[config.mk]
export PLATFORM = sky130hd
export DESIGN_NAME = error_collector
export DESIGN_NICKNAME = d
export VERILOG_FILES = /design/src/rtl/error_collector.sv
export SDC_FILE = /design/constraint.sdc
export NUM_CORES = 2
export LEC_CHECK = 0
export BUFFER_PORTS_ARGS = -buffer_cell sky130_fd_sc_hd__buf_2
export CAP_MARGIN = 20
export CORE_MARGIN = 2
export CORE_UTILIZATION = 50
export CTS_CLUSTER_DIAMETER = 50
export DETAILED_ROUTE_END_ITERATION = 7
export MAX_ROUTING_LAYER = met4
export PLACE_DENSITY_LB_ADDON = 0.12
export REMOVE_ABC_BUFFERS = 1
export SYNTH_ARGS = -nofsm -noshare
export SYNTH_HDL_FRONTEND = slang
export SYNTH_SLANG_ARGS = --single-unit
[constraint.sdc]
create_clock -name clk -period 5.3 [get_ports clk]
set_input_delay 0.53 -clock clk [delete_from_list [all_inputs] [get_ports clk]]
set_output_delay 0.53 -clock clk [all_outputs]
set_load 0.05 [all_outputs]
[src/rtl/error_collector.sv]
// Error collector: stores per-sample errors in a result RAM and tracks sum/peak of |error|.
// Latency: statistics and RAM write update one cycle after acceptance; rd_data is 1-cycle registered.
// Backpressure: none -- every valid sample is either accepted or dropped in the cycle it arrives.
module error_collector #(
  parameter int N_SAMPLES = 150,
  parameter int WIDTH     = 20,
  parameter int ADDR_W    = 8,
  parameter int ACC_W     = 28
) (
  input  logic              clk,
  input  logic              rst,
  input  logic              start,
  input  logic              err_valid,
  input  logic [WIDTH-1:0]  err_in,
  input  logic [ADDR_W-1:0] err_addr,
  input  logic [ADDR_W-1:0] rd_addr,
  output logic [WIDTH-1:0]  rd_data,
  output logic [ACC_W-1:0]  sum_abs,
  output logic [WIDTH-1:0]  max_abs,
  output logic [ADDR_W-1:0] max_addr,
  output logic [ADDR_W-1:0] count,
  output logic              busy,
  output logic              done,
  output logic              addr_err
);

  typedef enum logic [1:0] {
    IDLE    = 2'd0,
    COLLECT = 2'd1,
    DONE    = 2'd2
  } state_t;

  // One extra bit so the limit is representable even when N_SAMPLES == 2**ADDR_W.
  localparam logic [ADDR_W:0]   N_LIMIT    = (ADDR_W+1)'(N_SAMPLES);
  localparam logic [ADDR_W-1:0] LAST_COUNT = ADDR_W'(N_SAMPLES - 1);
  localparam logic [WIDTH-1:0]  MOST_NEG   = {1'b1, {(WIDTH-1){1'b0}}};
  localparam logic [WIDTH-1:0]  MOST_POS   = {1'b0, {(WIDTH-1){1'b1}}};

  state_t            state;
  logic [WIDTH-1:0]  mem [0:N_SAMPLES-1];
  logic [WIDTH-1:0]  abs_val;
  logic              wr_addr_ok;
  logic              rd_addr_ok;
  logic              take;
  logic              accept;
  logic              reject;

  // Address range checks against the RAM depth.
  assign wr_addr_ok = ({1'b0, err_addr} < N_LIMIT);
  assign rd_addr_ok = ({1'b0, rd_addr} < N_LIMIT);

  // A start pulse always wins over a sample arriving in the same cycle.
  assign take   = (state == COLLECT) && err_valid && !start;
  assign accept = take && wr_addr_ok;
  assign reject = take && !wr_addr_ok;

  // Absolute value; the most negative code has no positive twin, so it saturates.
  always_comb begin
    abs_val = err_in;
    if (err_in[WIDTH-1]) begin
      if (err_in == MOST_NEG) begin
        abs_val = MOST_POS;
      end else begin
        abs_val = {WIDTH{1'b0}} - err_in;
      end
    end
  end

  // Control FSM with registered status and statistics outputs.
  always_ff @(posedge clk or posedge rst) begin
    if (rst) begin
      state    <= IDLE;
      busy     <= 1'b0;
      done     <= 1'b0;
      count    <= '0;
      sum_abs  <= '0;
      max_abs  <= '0;
      max_addr <= '0;
      addr_err <= 1'b0;
    end else if (start) begin
      // Restart from any state; RAM contents are deliberately kept.
      state    <= COLLECT;
      busy     <= 1'b1;
      done     <= 1'b0;
      count    <= '0;
      sum_abs  <= '0;
      max_abs  <= '0;
      max_addr <= '0;
      addr_err <= 1'b0;
    end else begin
      case (state)
        COLLECT: begin
          if (accept) begin
            count   <= count + ADDR_W'(1);
            sum_abs <= sum_abs + ACC_W'(abs_val);
            // Strictly greater: on a tie the earlier address is kept.
            if (abs_val > max_abs) begin
              max_abs  <= abs_val;
              max_addr <= err_addr;
            end
            // The edge that completes the run also raises done.
            if (count == LAST_COUNT) begin
              state <= DONE;
              busy  <= 1'b0;
              done  <= 1'b1;
            end
          end
          if (reject) begin
            addr_err <= 1'b1;
          end
        end
        IDLE: begin
          busy <= 1'b0;
          done <= 1'b0;
        end
        DONE: begin
          busy <= 1'b0;
          done <= 1'b1;
        end
        default: begin
          state <= IDLE;
          busy  <= 1'b0;
          done  <= 1'b0;
        end
      endcase
    end
  end

  // Result RAM write port; no reset so it maps onto block RAM.
  always_ff @(posedge clk) begin
    if (accept) begin
      mem[err_addr] <= err_in;
    end
  end

  // Registered readback; a same-cycle write is not forwarded, so the old word is returned.
  always_ff @(posedge clk or posedge rst) begin
    if (rst) begin
      rd_data <= '0;
    end else if (rd_addr_ok) begin
      rd_data <= mem[rd_addr];
    end else begin
      rd_data <= '0;
    end
  end

endmodule

==> flow_metrics.tcl <==
set metrics [dict create \
    outcome "finished clean" \
    finalHoldViolations 0 \
    ant_nets 0 \
    min_path_cells 4 \
    ys_seq_area_frac 0.762 \
    cts_buffers 353 \
    rsz0062_at_grt "false" \
    fin_nets 6572 \
    place_congestion 0.932 \
    cts_buffer_depth 4 \
    grt_pass1_wl_um 497000 \
    fin_area_um2 140000 \
    area_growth_pct 15.3 \
    tritoncts "yes" \
    whs_endpoint "max_addr[4]" \
    critPathCaptureType "register" \
    grt_start_max_net_pins 151 \
    drt-initial-drc-count 8727 \
    grt_pass1_vias 62800 \
    synth_edf_count 3000 \
    period_share 0.857 \
    fin_worst_skew_ns 0.0699 \
    place_area_um2 128000 \
    ys_ff_latch 3089 \
    first_pass_iters 6 \
    ys_async_sr_fraction 0.0288 \
    track_usage 0.300 \
    dp_hpwl_um 217000 \
    yosysWarnings 0 \
    cp_common_cell "ha_1" \
    postSynthCellCount 5908 \
    hp-start "err_addr[4]" \
    p_per_area_nw_per_um2 388 \
    finalMaxSlewViolations 0 \
    final.setup.tns_ns 0 \
    synth_cell_types 79 \
    routed_wl_um 358000 \
    power_leakage_uw 0.0458 \
    whs_ns 0.0984 \
    drv_cap 0 \
    finalSetupViolations 0 \
    r2r_slack_ns 1.74 \
    hold_path_class "primary input to register" \
    r2r_cells 7 \
    fmax_mhz 220 \
    critPathArrivalTime_ns 5.40 \
    crit_fanout 14 \
    io_buffers 126 \
    die_h_um 496 \
    fin_crit_ns 4.54 \
    syn_area_per_cell_um2 20.5 \
    path_cells "dlygate4sd3_1 -> buf_6 -> inv_1 -> ha_1 -> nand2b_1 -> or3_1 -> nor2_1 -> nand3_1 -> nand2_1 -> ha_1 -> fa_1 -> a21oi_1 -> o211a_1 -> nor3_1 -> o31a_1 -> a31oi_1 -> o311ai_0 -> o41ai_1" \
    dieArea_um2 246000 \
    gr-total-overflow 0 \
    routedWlPerCell_um 36.0 \
    peakVddDrop_mv 0.382 \
    drive_gt1_frac 0.285 \
    initial_core_util 0.503 \
    reg2reg_from "mem[0][5]" \
    synth_ff_type "edfxtp_1" \
    root_buffer "clkbuf_16" \
    drc 0 \
    cpMaxStageDelayCell "dlygate4sd3_1" \
    design.core.area_um2 241000 \
    r2r_end "rd_data[5]" \
    start_kind "primary input" \
    num_rows 180 \
    die_w_um 496 \
    worstPathRequired_ns 6.15 \
    crit_type "primary input to register" \
    postCtsSetupBuffers 0 \
    pin_count 127 \
    num_vias 64800 \
    worst_pin_slew_ns 1.16 \
    worstSkewPairLatency_ns 0.98 \
    netlist_area_um2 121000 \
    antenna_found_initial 20 \
    cts-htree-levels 5 \
    viasPerCell 6.52 \
    path_clk_slew_ns 0.06 \
    clock_sinks 3089 \
    cpPeakStageDelay_ns 0.55 \
    slew_headroom 0.226 \
    power_uw 54200 \
]
## metal layers
metal  vias up  GRT usage  routed length, um
met4         0     0.0988              13000
met1     35000      0.422             145000
met3       616     0.0580              33400
li1      25800          -                  -
met2      3378      0.446             167000
met5         -          -                  0
## Yosys cell counts, types with 18 or more instances
cell type / n / area (um2)
a211oi_1: 29 / 218
a21o_1: 19 / 143
a21oi_1: 145 / 726
a221oi_1: 28 / 245
a22oi_1: 52 / 390
and2_1: 18 / 113
buf_1: 29 / 109
buf_2: 54 / 270
buf_4: 44 / 330
buf_6: 46 / 518
clkbuf_1: 152 / 571
dfrtp_1: 89 / 2230
edfxtp_1: 3000 / 90100
ha_1: 46 / 576
inv_1: 39 / 146
mux2_2: 49 / 552
mux2i_1: 332 / 3320
mux4_2: 640 / 14400
nand2_1: 159 / 597
nand3_1: 63 / 315
nand4_1: 26 / 163
nor2_1: 291 / 1090
nor2b_1: 21 / 131
nor3_1: 27 / 135
o21ai_0: 95 / 475
o221ai_1: 78 / 683
o22ai_1: 76 / 475
xor2_1: 24 / 210
## report_power, final
| part | internal [uW] | switching [uW] |
|---|---|---|
| logic | 1080 | 2290 |
| registers | 26900 | 70.2 |
| clock network | 14200 | 9690 |
## sequential cells by signal, summed over array words and instances (netlist names)
| register | flops |
|---|---|
| mem | 3000 |
| sum_abs | 28 |
| max_abs | 20 |
| rd_data | 20 |
| count | 8 |
| max_addr | 8 |
| state | 2 |
| addr_err | 1 |
| busy | 1 |
| done | 1 |
## area by class of cell
cell class              count  area (um2)
diodes                     13        32.5
clock buffers             417        9270
clock inverters           201        2040
fillers                 17500      101000
inverters                  42         170
multi-input cells        2446       27200
flip-flops and latches   3089       92300
well taps                3185        3990
repair buffers            553        4630
## what timing repair did
| item | in CTS | in global routing |
|---|---|---|
| endpoints found under the hold margin | 112 | 0 |
| hold buffers | 16 | 0 |
| resized for setup | 0 | 0 |
| endpoints found under the setup margin | 0 | 0 |
## kinds of logic (layout without fill, tap and decap cells)
group | after synthesis | in the layout | synth area share
compound gates | 660 | 660 | 0.0371
xor+xnor | 34 | 34 | 0.00246
fa+ha+maj | 47 | 47 | 0.00492
buf+inv | 373 | 1213 | 0.0170
flops | 3089 | 3089 | 0.762
mux | 1021 | 1021 | 0.151
other cells | 0 | 13 | 0
simple gates | 684 | 684 | 0.0255
## worst max-delay path by stage
stage / startpoint / endpoint / slack (ns) / cells past startpoint
floorplan: rd_addr[2] / rd_data[7] / -1.74 / 7
global placement: err_in[5] / sum_abs[26] / 0.41 / 15
detailed placement: err_in[5] / sum_abs[22] / 0.33 / 15
CTS: err_in[0] / sum_abs[22] / 0.88 / 18
global route: err_in[0] / sum_abs[22] / 0.47 / 18
finish: err_in[0] / sum_abs[22] / 0.76 / 18
## metrics by stage
stage,util,instances,setup slack [ns]
floorplan,-,5577,-1.74
global placement,0.532,9295,0.414
detailed placement,0.532,9296,0.328
CTS,0.580,9930,0.878
global route,0.580,9940,0.465
finish,0.580,9946,0.756
## placed cells by master (no fill, tap or decap), drive strengths merged, types with 8 or more instances in the layout
cell type	n
a21oi	145
xor2	24
nor4	15
nor2b	21
inv	68
edfxtp	3000
and2	20
dlygate4sd3	16
or3	15
clkinv	125
a21o	19
mux4	640
nand2b	8
mux2i	332
o311ai	12
nor2	291
ha	46
a221oi	28
a211o	8
o41ai	8
nand2	159
o22ai	76
clkbuf	418
nand4	26
nand3	63
diode	13
and3	13
o31ai	11
a211oi	29
dfrtp	89
buf	536
a31oi	15
clkinvlp	14
bufinv	36
o221ai	78
o21ai	99
a22oi	52
nor3	27
xnor2	10
mux2	49
## worst max-delay path: cells and delay by family
kind	cells	cell delay, ns
AOI/OAI and AO/OA	6	1.40
adders and majority gates	3	0.63
buffers and inverters	3	0.80
and+or+nand+nor	6	2.02
(Power assumes the default switching activity.)
